File: config.mk
export PLATFORM = sky130hd
export DESIGN_NAME = reorder_buffer
export DESIGN_NICKNAME = d
export VERILOG_FILES = /design/src/rtl/reorder_buffer.sv
export SDC_FILE = /design/constraint.sdc
export NUM_CORES = 2
export LEC_CHECK = 0
export BUFFER_PORTS_ARGS = -buffer_cell sky130_fd_sc_hd__buf_2
export CORE_ASPECT_RATIO = 1.75
export CORE_UTILIZATION = 54
export CTS_CLUSTER_DIAMETER = 120
export DETAILED_ROUTE_END_ITERATION = 10
export PLACE_DENSITY = 0.77
export SETUP_SLACK_MARGIN = 0.02
export SLEW_MARGIN = 40
export SYNTH_ARGS = -nofsm -noshare
export SYNTH_HDL_FRONTEND = slang
export SYNTH_SLANG_ARGS = --single-unit
File: constraint.sdc
create_clock -name clk -period 7.53 [get_ports clk]
set_input_delay 0.753 -clock clk [delete_from_list [all_inputs] [get_ports clk]]
set_output_delay 0.753 -clock clk [all_outputs]
set_load 0.01 [all_outputs]
File: src/rtl/reorder_buffer.sv
`default_nettype none
// reorder_buffer: in-order retirement buffer; allocate at tail, complete by tag,
// retire from head, flush everything when the head entry carries an exception.
module reorder_buffer #(
  parameter int ROB_COUNT  = 32,
  parameter int DATA_WIDTH = 32,
  parameter int ADDR_WIDTH = 32
) (
  input  logic                         clk,
  input  logic                         rst,
  input  logic                         alloc_valid_i,
  output logic                         alloc_ready_o,
  input  logic                         alloc_has_rd_i,
  input  logic [4:0]                   alloc_rd_i,
  input  logic [ADDR_WIDTH-1:0]        alloc_pc_i,
  output logic [$clog2(ROB_COUNT)-1:0] alloc_tag_o,
  input  logic                         wb_valid_i,
  input  logic [$clog2(ROB_COUNT)-1:0] wb_tag_i,
  input  logic [DATA_WIDTH-1:0]        wb_data_i,
  input  logic                         wb_exc_i,
  input  logic [$clog2(ROB_COUNT)-1:0] rd_tag_i,
  output logic [DATA_WIDTH-1:0]        rd_data_o,
  output logic                         rd_ready_o,
  output logic                         commit_valid_o,
  input  logic                         commit_ready_i,
  output logic                         commit_has_rd_o,
  output logic [4:0]                   commit_rd_o,
  output logic [DATA_WIDTH-1:0]        commit_data_o,
  output logic [$clog2(ROB_COUNT)-1:0] commit_tag_o,
  output logic                         flush_o,
  output logic [ADDR_WIDTH-1:0]        flush_pc_o,
  output logic [$clog2(ROB_COUNT):0]   count_o
);

  localparam int TAG_W = $clog2(ROB_COUNT);
  localparam int PTR_W = TAG_W + 1;

  localparam logic [0:0] S_RUN   = 1'b0;
  localparam logic [0:0] S_FLUSH = 1'b1;

  logic [PTR_W-1:0]      head;
  logic [PTR_W-1:0]      tail;
  logic [TAG_W-1:0]      head_idx;
  logic [TAG_W-1:0]      tail_idx;
  logic [ROB_COUNT-1:0]  busy;
  logic [ROB_COUNT-1:0]  done;
  logic [ROB_COUNT-1:0]  exc;
  logic [ROB_COUNT-1:0]  has_rd;
  logic [4:0]            rd_q   [ROB_COUNT];
  logic [ADDR_WIDTH-1:0] pc_q   [ROB_COUNT];
  logic [DATA_WIDTH-1:0] data_q [ROB_COUNT];
  logic [0:0]            state;
  logic [0:0]            state_next;
  logic                  full;
  logic                  head_ok;
  logic                  head_exc;
  logic                  alloc_fire;
  logic                  retire_fire;
  logic                  wb_hit;

  assign head_idx    = head[TAG_W-1:0];
  assign tail_idx    = tail[TAG_W-1:0];
  assign full        = (head_idx == tail_idx) && (head[TAG_W] != tail[TAG_W]);
  assign head_ok     = busy[head_idx] && done[head_idx] && !exc[head_idx];
  assign head_exc    = busy[head_idx] && done[head_idx] && exc[head_idx];
  assign wb_hit      = wb_valid_i && busy[wb_tag_i];

  assign alloc_ready_o = !full && !flush_o;
  assign alloc_tag_o   = tail_idx;
  assign alloc_fire    = alloc_valid_i && alloc_ready_o;
  assign retire_fire   = commit_valid_o && commit_ready_i;

  assign rd_data_o  = data_q[rd_tag_i];
  assign rd_ready_o = busy[rd_tag_i] && done[rd_tag_i];

  assign commit_has_rd_o = has_rd[head_idx];
  assign commit_rd_o     = rd_q[head_idx];
  assign commit_data_o   = data_q[head_idx];
  assign commit_tag_o    = head_idx;
  assign flush_pc_o      = flush_o ? pc_q[head_idx] : '0;
  assign count_o         = tail - head;

  always_ff @(posedge clk) begin
    if (rst) state <= S_RUN;
    else     state <= state_next;
  end

  always_comb begin
    state_next = state;
    case (state)
      S_RUN:   if (head_exc) state_next = S_FLUSH;
      S_FLUSH: state_next = S_RUN;
      default: state_next = S_RUN;
    endcase
  end

  // Reset suppresses both pulses even though the entry state is still stale.
  always_comb begin
    flush_o        = 1'b0;
    commit_valid_o = 1'b0;
    if (!rst) begin
      case (state)
        S_RUN: begin
          flush_o        = head_exc;
          commit_valid_o = head_ok;
        end
        S_FLUSH: commit_valid_o = head_ok;
        default: ;
      endcase
    end
  end

  always_ff @(posedge clk) begin
    if (rst || flush_o) begin
      head <= '0;
      tail <= '0;
      busy <= '0;
      done <= '0;
      exc  <= '0;
    end else begin
      if (wb_hit) begin
        done[wb_tag_i] <= 1'b1;
        exc[wb_tag_i]  <= wb_exc_i;
      end
      if (retire_fire) begin
        busy[head_idx] <= 1'b0;
        done[head_idx] <= 1'b0;
        head           <= head + 1'b1;
      end
      if (alloc_fire) begin
        busy[tail_idx] <= 1'b1;
        done[tail_idx] <= 1'b0;
        exc[tail_idx]  <= 1'b0;
        tail           <= tail + 1'b1;
      end
    end
  end

  // Payload storage carries no reset; validity is tracked by busy/done.
  always_ff @(posedge clk) begin
    if (wb_hit) data_q[wb_tag_i] <= wb_data_i;
    if (alloc_fire) begin
      has_rd[tail_idx] <= alloc_has_rd_i;
      rd_q[tail_idx]   <= alloc_rd_i;
      pc_q[tail_idx]   <= alloc_pc_i;
    end
  end

endmodule
`default_nettype wire

; ---- Word level (Yosys, flattened, before mapping)
; Memories as Yosys holds them, arrays and structs flattened. A register that Yosys moved wholly into a read port is not among the register bits.
; Index checks and enable logic that the tools add are counted.
[op_classes]
add_sub_neg = 3
order_cmp = 7
eq_ne = 2
muxes = 49
n_bitwise = 9
n_reduce_logical = 16
[ops]
columns = operator, count
row1 = 2-to-1 mux 32 bit, 12
row2 = bitwise AND 32 bit, 4
row3 = bitwise mux 32 bit, 2
row4 = inverter 32 bit, 2
row5 = OR 32 bit, 2
row6 = binary-select mux 1 bit (select 5 bit), 7
row7 = 2-to-1 mux 5 bit, 6
row8 = less-than comparator 5 x 6 -> 1 bit (second input constant), 4
row9 = 2-to-1 mux 1 bit, 18
row10 = demux 1 bit (select 5 bit), 3
row11 = >= comparator 5 x 1 -> 1 bit (second input constant), 3
row12 = adder 6 x 1 -> 6 bit (second input constant), 2
row13 = logical AND 1 bit, 12
row14 = subtractor 6 bit, 1
row15 = equality test 5 bit, 1
row16 = zero test 1 bit, 3
row17 = case mux 1 bit (2 select lines), 1
row18 = logical OR 1 bit, 1
row19 = inequality test 1 bit, 1
row20 = inverter 1 bit, 1
[word_totals]
ff_bits = 141
mem_bits_rw = 2208
inputBits = 86
out_inout_bits = 122
elab_cells = 96
memories = 3
[memory_table]
columns = name, words, word_bits, rd, rd_clocked_by_memory_dff, write_ports, line
row1 = data_q, 32, 32, 2, 1, 1, 51  ; logic [DATA_WIDTH-1:0] data_q [ROB_COUNT];
row2 = pc_q, 32, 32, 1, 1, 1, 50  ; logic [ADDR_WIDTH-1:0] pc_q [ROB_COUNT];
row3 = rd_q, 32, 5, 1, 1, 1, 49  ; logic [4:0] rd_q [ROB_COUNT];

; ---- Logic depth before layout (Yosys ltp)
[depth]
ltp_word = 13
mapped_depth = 13
mapped_depth_nobuf = 8

; ---- Worst setup path after synthesis
; OpenSTA, ideal clock, no wires.
[synth_path]
path_type = input-to-reg
from = input wb_tag_i[2]
to = register exc[14]
setup_time_ns = 0.096
t_arrival_ns = 6.068
required_time_ns = 7.434
slack_ns = 1.366
path_stages = 7
path_buffers = 1
path_cell_list = or3b_1 clkbuf_1 o22a_1 o211a_1 a2111oi_1 mux2i_1 a211oi_1
[synth_between]
elab_chain_cells = 9
elab_cells_between_ends = 13
cone_classes = order compare: 2 / mux: 8 / bitwise: 1 / reduce/logical: 2
[synth_lines]
columns = item, line
row1 = from (decl), 18  ; input logic [$clog2(ROB_COUNT)-1:0] wb_tag_i,
row2 = less-than comparator 5 x 6 -> 1 bit (implied by the code) / >= comparator 5 x 1 -> 1 bit (equally long branches), 123  ; exc[wb_tag_i] <= wb_exc_i;
row3 = logical AND 1 bit (implied by the code), 123
row4 = 2-to-1 mux 1 bit (implied by the code), 123
row5 = demux 1 bit (select 5 bit), 123
row6 = bitwise mux 32 bit, 123
row7 = 2-to-1 mux 32 bit (*), 121  ; if (wb_hit) begin
row8 = 2-to-1 mux 32 bit (*), 114  ; if (rst || flush_o) begin
row9 = bitwise AND 32 bit (no source line), --
row10 = 2-to-1 mux 32 bit (*), 130  ; if (alloc_fire) begin
row11 = "to (signal, indexed assignment)", 123
row12 = to (decl), 47  ; logic [ROB_COUNT-1:0] exc;
; Mark *: on every way between the ends. The rest lies on a longest branch, timed or not. The select of a mux whose other input is x is not followed.
; A chain may end at the register's enable or synchronous reset.

; ---- Worst setup path in the final report
[layout_path]
from = register head[1]
to = output alloc_ready_o
[layout_between]
elab_chain_cells = 8
elab_cells_between_ends = 15
cone_classes = eq/ne: 1 / mux: 8 / reduce/logical: 6
[layout_lines]
columns = item, line
row1 = from (decl), 41  ; logic [PTR_W-1:0] head;
row2 = from (signal assigned), 128  ; head <= head + 1'b1;
row3 = binary-select mux 1 bit (select 5 bit), 65  ; assign head_exc = busy[head_idx] && done[head_idx] && exc[head_idx];
row4 = 2-to-1 mux 1 bit (implied by the code), 65
row5 = logical AND 1 bit (2 in a row), 65
row6 = 2-to-1 mux 1 bit, 102  ; case (state)
row7 = 2-to-1 mux 1 bit, 101  ; if (!rst) begin
row8 = zero test 1 bit, 68  ; assign alloc_ready_o = !full && !flush_o;
row9 = logical AND 1 bit (*), 68
row10 = to (decl), 12  ; output logic alloc_ready_o,
; Marks and branches as above.

==> results by group <==
Outcome
  – Status: complete, no violations

CTS
  – Num CTS Buffers: about 210
  – CTS tree: built
  – Clk sink count: about 2,400
  – Clock slew at reported path FFs: ~0.070 ns
  – # hold bufs at CTS: 0
  – Post-cts gate resize count: 0
  – Clk_lat worst skew: roughly 0.85 ns
  – Max Buffers Root-to-Sink: 4
  – Root Driver: clkbuf_16
  – H-tree depth: 4
  – Post-CTS Setup Bufs: 0

Global route
  – Pin count of the biggest net entering global routing: 125
  – Grt ovf: 0
  – Global-route wire length before repair: a little under 400,000 um
  – Initial antenna violation count: 17
  – Number of global-route vias before repair: ~54,000
  – GRT Resource Usage Total: 0.292

Setup path
  – RR Startpoint: head[1]$_SDFFE_PP0N_
  – Worst setup SP type: flip-flop
  – Crit path max-delay cell type: or4_1
  – R2r endpoint: pc_q[18][9]$_DFFE_PP_
  – CP Cell Sequence: buf_4, mux2i_1, o32ai_1, or4_1, nor3_1, nor2_4, buf_8, nand2_4, inv_1, nor2_1, buf_2
  – Worst-path maximum fanout: 34
  – CP Capture Type: primary output
  – R2R depth: 10
  – Critical path's largest stage delay: ~0.68 ns
  – CP endpoint: alloc_ready_o
  – Worst R2R Setup Slack: about 2.7 ns
  – Critical Path AT: between 4 and 5 ns
  – Setup CP Type: flip-flop to primary output
  – CP required: between 6 and 7 ns
  – Critical path launch point: head[1]$_SDFFE_PP0N_

Synth
  – Top cell type's share of synthesized area: 0.674
  – Synth Cell Area: 0.0998 mm2
  – Post-synth EDFFs: 2,240
  – Sequential fraction of the synthesis area: 0.697
  – Synth warn: 0
  – Syn Area/Cell: 22.0 um2
  – Syn nets: approximately 4,600
  – Yosys reg bits: between 2,000 and 2,500
  – Unique masters post-synth: 71
  – Synth top area cells: edfxtp_1 67%, mux4_2 23%, dfxtp_1 2.3%
  – Area leader, netlist: edfxtp_1
  – Post-synthesis cell count: approximately 4,500
  – Main synth FF type: edfxtp_1
  – Async set or reset register ratio after synthesis: 0

Layout
  – Area delta synth->final: 11.7%
  – Nets: between 4,000 and 5,000
  – Share of layout cells above drive strength 1: 0.379
  – Fillers: between 10,000 and 15,000
  – Fin util: 0.608
  – Area of the multi-input gates: 0.0292 mm2
  – Area taken by flip-flops and latches: around 0.070 mm2

Floorplan
  – # rows: 208
  – Die boundary width: 327 um
  – Die outline height: approximately 570 um
  – Die area: around 0.19 mm2
  – IO Pins: 208
  – Initial core utilization: 0.544
  – CORE AREA: around 0.18 mm2

Timing
  – Final Critical Period: ~5.3 ns
  – Slew Viols, Final: 0
  – Final Setup Violations: 0
  – Worst relative slew slack: 0.362
  – Worst-Margin Slew: between 0.9 and 1 ns
  – RSZ-0062 raised after global routing: no
  – Worst Skew: 0.0530 ns
  – Crit share post-route: 0.702
  – Post-route setup TNS: 0 ns
  – Fmax: roughly 190 MHz
  – Final Hold Viols: 0

Detailed routing
  – DRC Markers: 0
  – Routed vias/inst: ~7
  – Detailed Routing Iterations Pass 1: 5
  – Routed length per instance: about 37 um
  – Vias: ~51,000
  – Total Routed Length: between 200,000 and 300,000 um
  – ANT nets after route: 0
  – DRT iter0 DRCs: 5,994

Power and ir drop
  – Max VDD drop: 0.224 mV
  – Leakage power: about 33 nW
  – Pwr Density: roughly 230 mW/mm2

Placed design
  – Input/output buffers: a little over 200
  – Dpl hpwl: 160,000 um
  – Gp weighted congestion: 0.930

Min path
  – Worst min-delay path class: primary input to flip-flop

Job
  – Maxcap violations: 0
area by class of cell:
| type | instances | area share |
|---|---|---|
| sequential | 2354 | 0.624 |
| clock inverter | 129 | 0.0120 |
| multi-input combinational | 1799 | 0.262 |
| inverter | 46 | 0.00158 |
| tap | 2415 | 0.0271 |
| timing repair buffer | 358 | 0.0256 |
| antenna | 9 | 0.000202 |
| clock buffer | 239 | 0.0480 |
synthesized netlist by cell type (all sizes together), types with 6 or more instances:
master	n
nand3	60
mux2	71
buf	126
a21oi	28
nand3b	9
and3	18
nor4	21
a21o	7
nand2b	10
clkbuf	205
dfxtp	114
a211oi	47
inv	44
edfxtp	2240
nor2	103
nand4	18
and2	7
mux4	1031
nor3b	8
o21ai	40
o32ai	24
a31oi	11
xnor2	6
nand2	50
mux2i	97
o2111ai	15
ha	13
o22ai	28
nor3	17
per-stage QoR:
step	power, mW	instances	worst slack [ns]	hold WS (ns)	instance area, um2
floorplan	15.1	4530	1.37	0.455	99800
global placement	15.4	6941	2.48	0.490	104000
detailed placement	15.4	6969	2.62	0.475	105000
CTS	26.0	7337	2.20	0.342	111000
global route	26.4	7342	2.04	0.386	112000
finish	25.9	7349	2.24	0.386	112000
worst min-delay path by stage:
stage	startpoint	endpoint	depth (start not counted)	slack [ns]
after CTS	alloc_valid_i	tail[1]$_SDFFE_PP0P_	4	0.34
after global placement	exc[19]$_SDFF_PP0_	exc[19]$_SDFF_PP0_	2	0.49
after global routing	alloc_pc_i[21]	pc_q[14][21]$_DFFE_PP_	1	0.39
after detailed placement	exc[19]$_SDFF_PP0_	exc[19]$_SDFF_PP0_	2	0.47
final	alloc_valid_i	tail[1]$_SDFFE_PP0P_	4	0.39
after floorplan	exc[19]$_SDFF_PP0_	exc[19]$_SDFF_PP0_	2	0.45
sequential cells by signal, indices dropped and copies added, names as in the netlist, named ones only:
| signal | cells |
|---|---|
| exc | 32 |
| rd_q | 160 |
| busy | 32 |
| has_rd | 32 |
| state | 1 |
| done | 32 |
| pc_q | 1024 |
| head | 6 |
| tail | 6 |
| data_q | 1024 |
cells by family (layout without fill, tap and decap cells):
| kind of cell | Yosys count | in the layout | share of synthesized area |
|---|---|---|---|
| compound gates | 225 | 225 | 0.0156 |
| xor+xnor | 8 | 8 | 0.000702 |
| fa+ha+maj | 14 | 14 | 0.00183 |
| buf+inv | 377 | 772 | 0.0158 |
| flops | 2354 | 2354 | 0.697 |
| mux | 1199 | 1199 | 0.250 |
| other cells | 0 | 9 | 0 |
| simple gates | 353 | 353 | 0.0189 |
where the power goes:
part	switching, mW	total [mW]	internal, mW
Clock	4.71	10.7	5.99
Sequential	0.0137	14.4	14.3
Combinational	0.508	0.798	0.291
layout by cell type, fill, tap and decap left out, types with 58 or more instances in the layout:
cell type  instances
buf_2            203
buf_4             97
clkbuf_16        208
dfxtp_1          105
edfxtp_1        2240
mux2_2            71
mux2i_1           97
mux4_2          1031
nand3_1           58
nor2_1            76
critical path: cells and delay by family, from the launching register on:
kind	cells	cell delay, ns
multiplexers	1	0.27
AND/OR/NAND/NOR	5	1.82
buffers and inverters	4	0.82
flip-flops	1	0.66
AO/OA/AOI/OAI	1	0.10
routing by layer:
metal | GRT usage | vias to the layer above | wire (um)
li1 | - | 20100 | -
met1 | 0.333 | 27100 | 85700
met2 | 0.520 | 3089 | 145000
met3 | 0.0447 | 817 | 21400
met4 | 0.171 | 14 | 18100
met5 | 0 | - | 97
(Power assumes the default switching activity.)
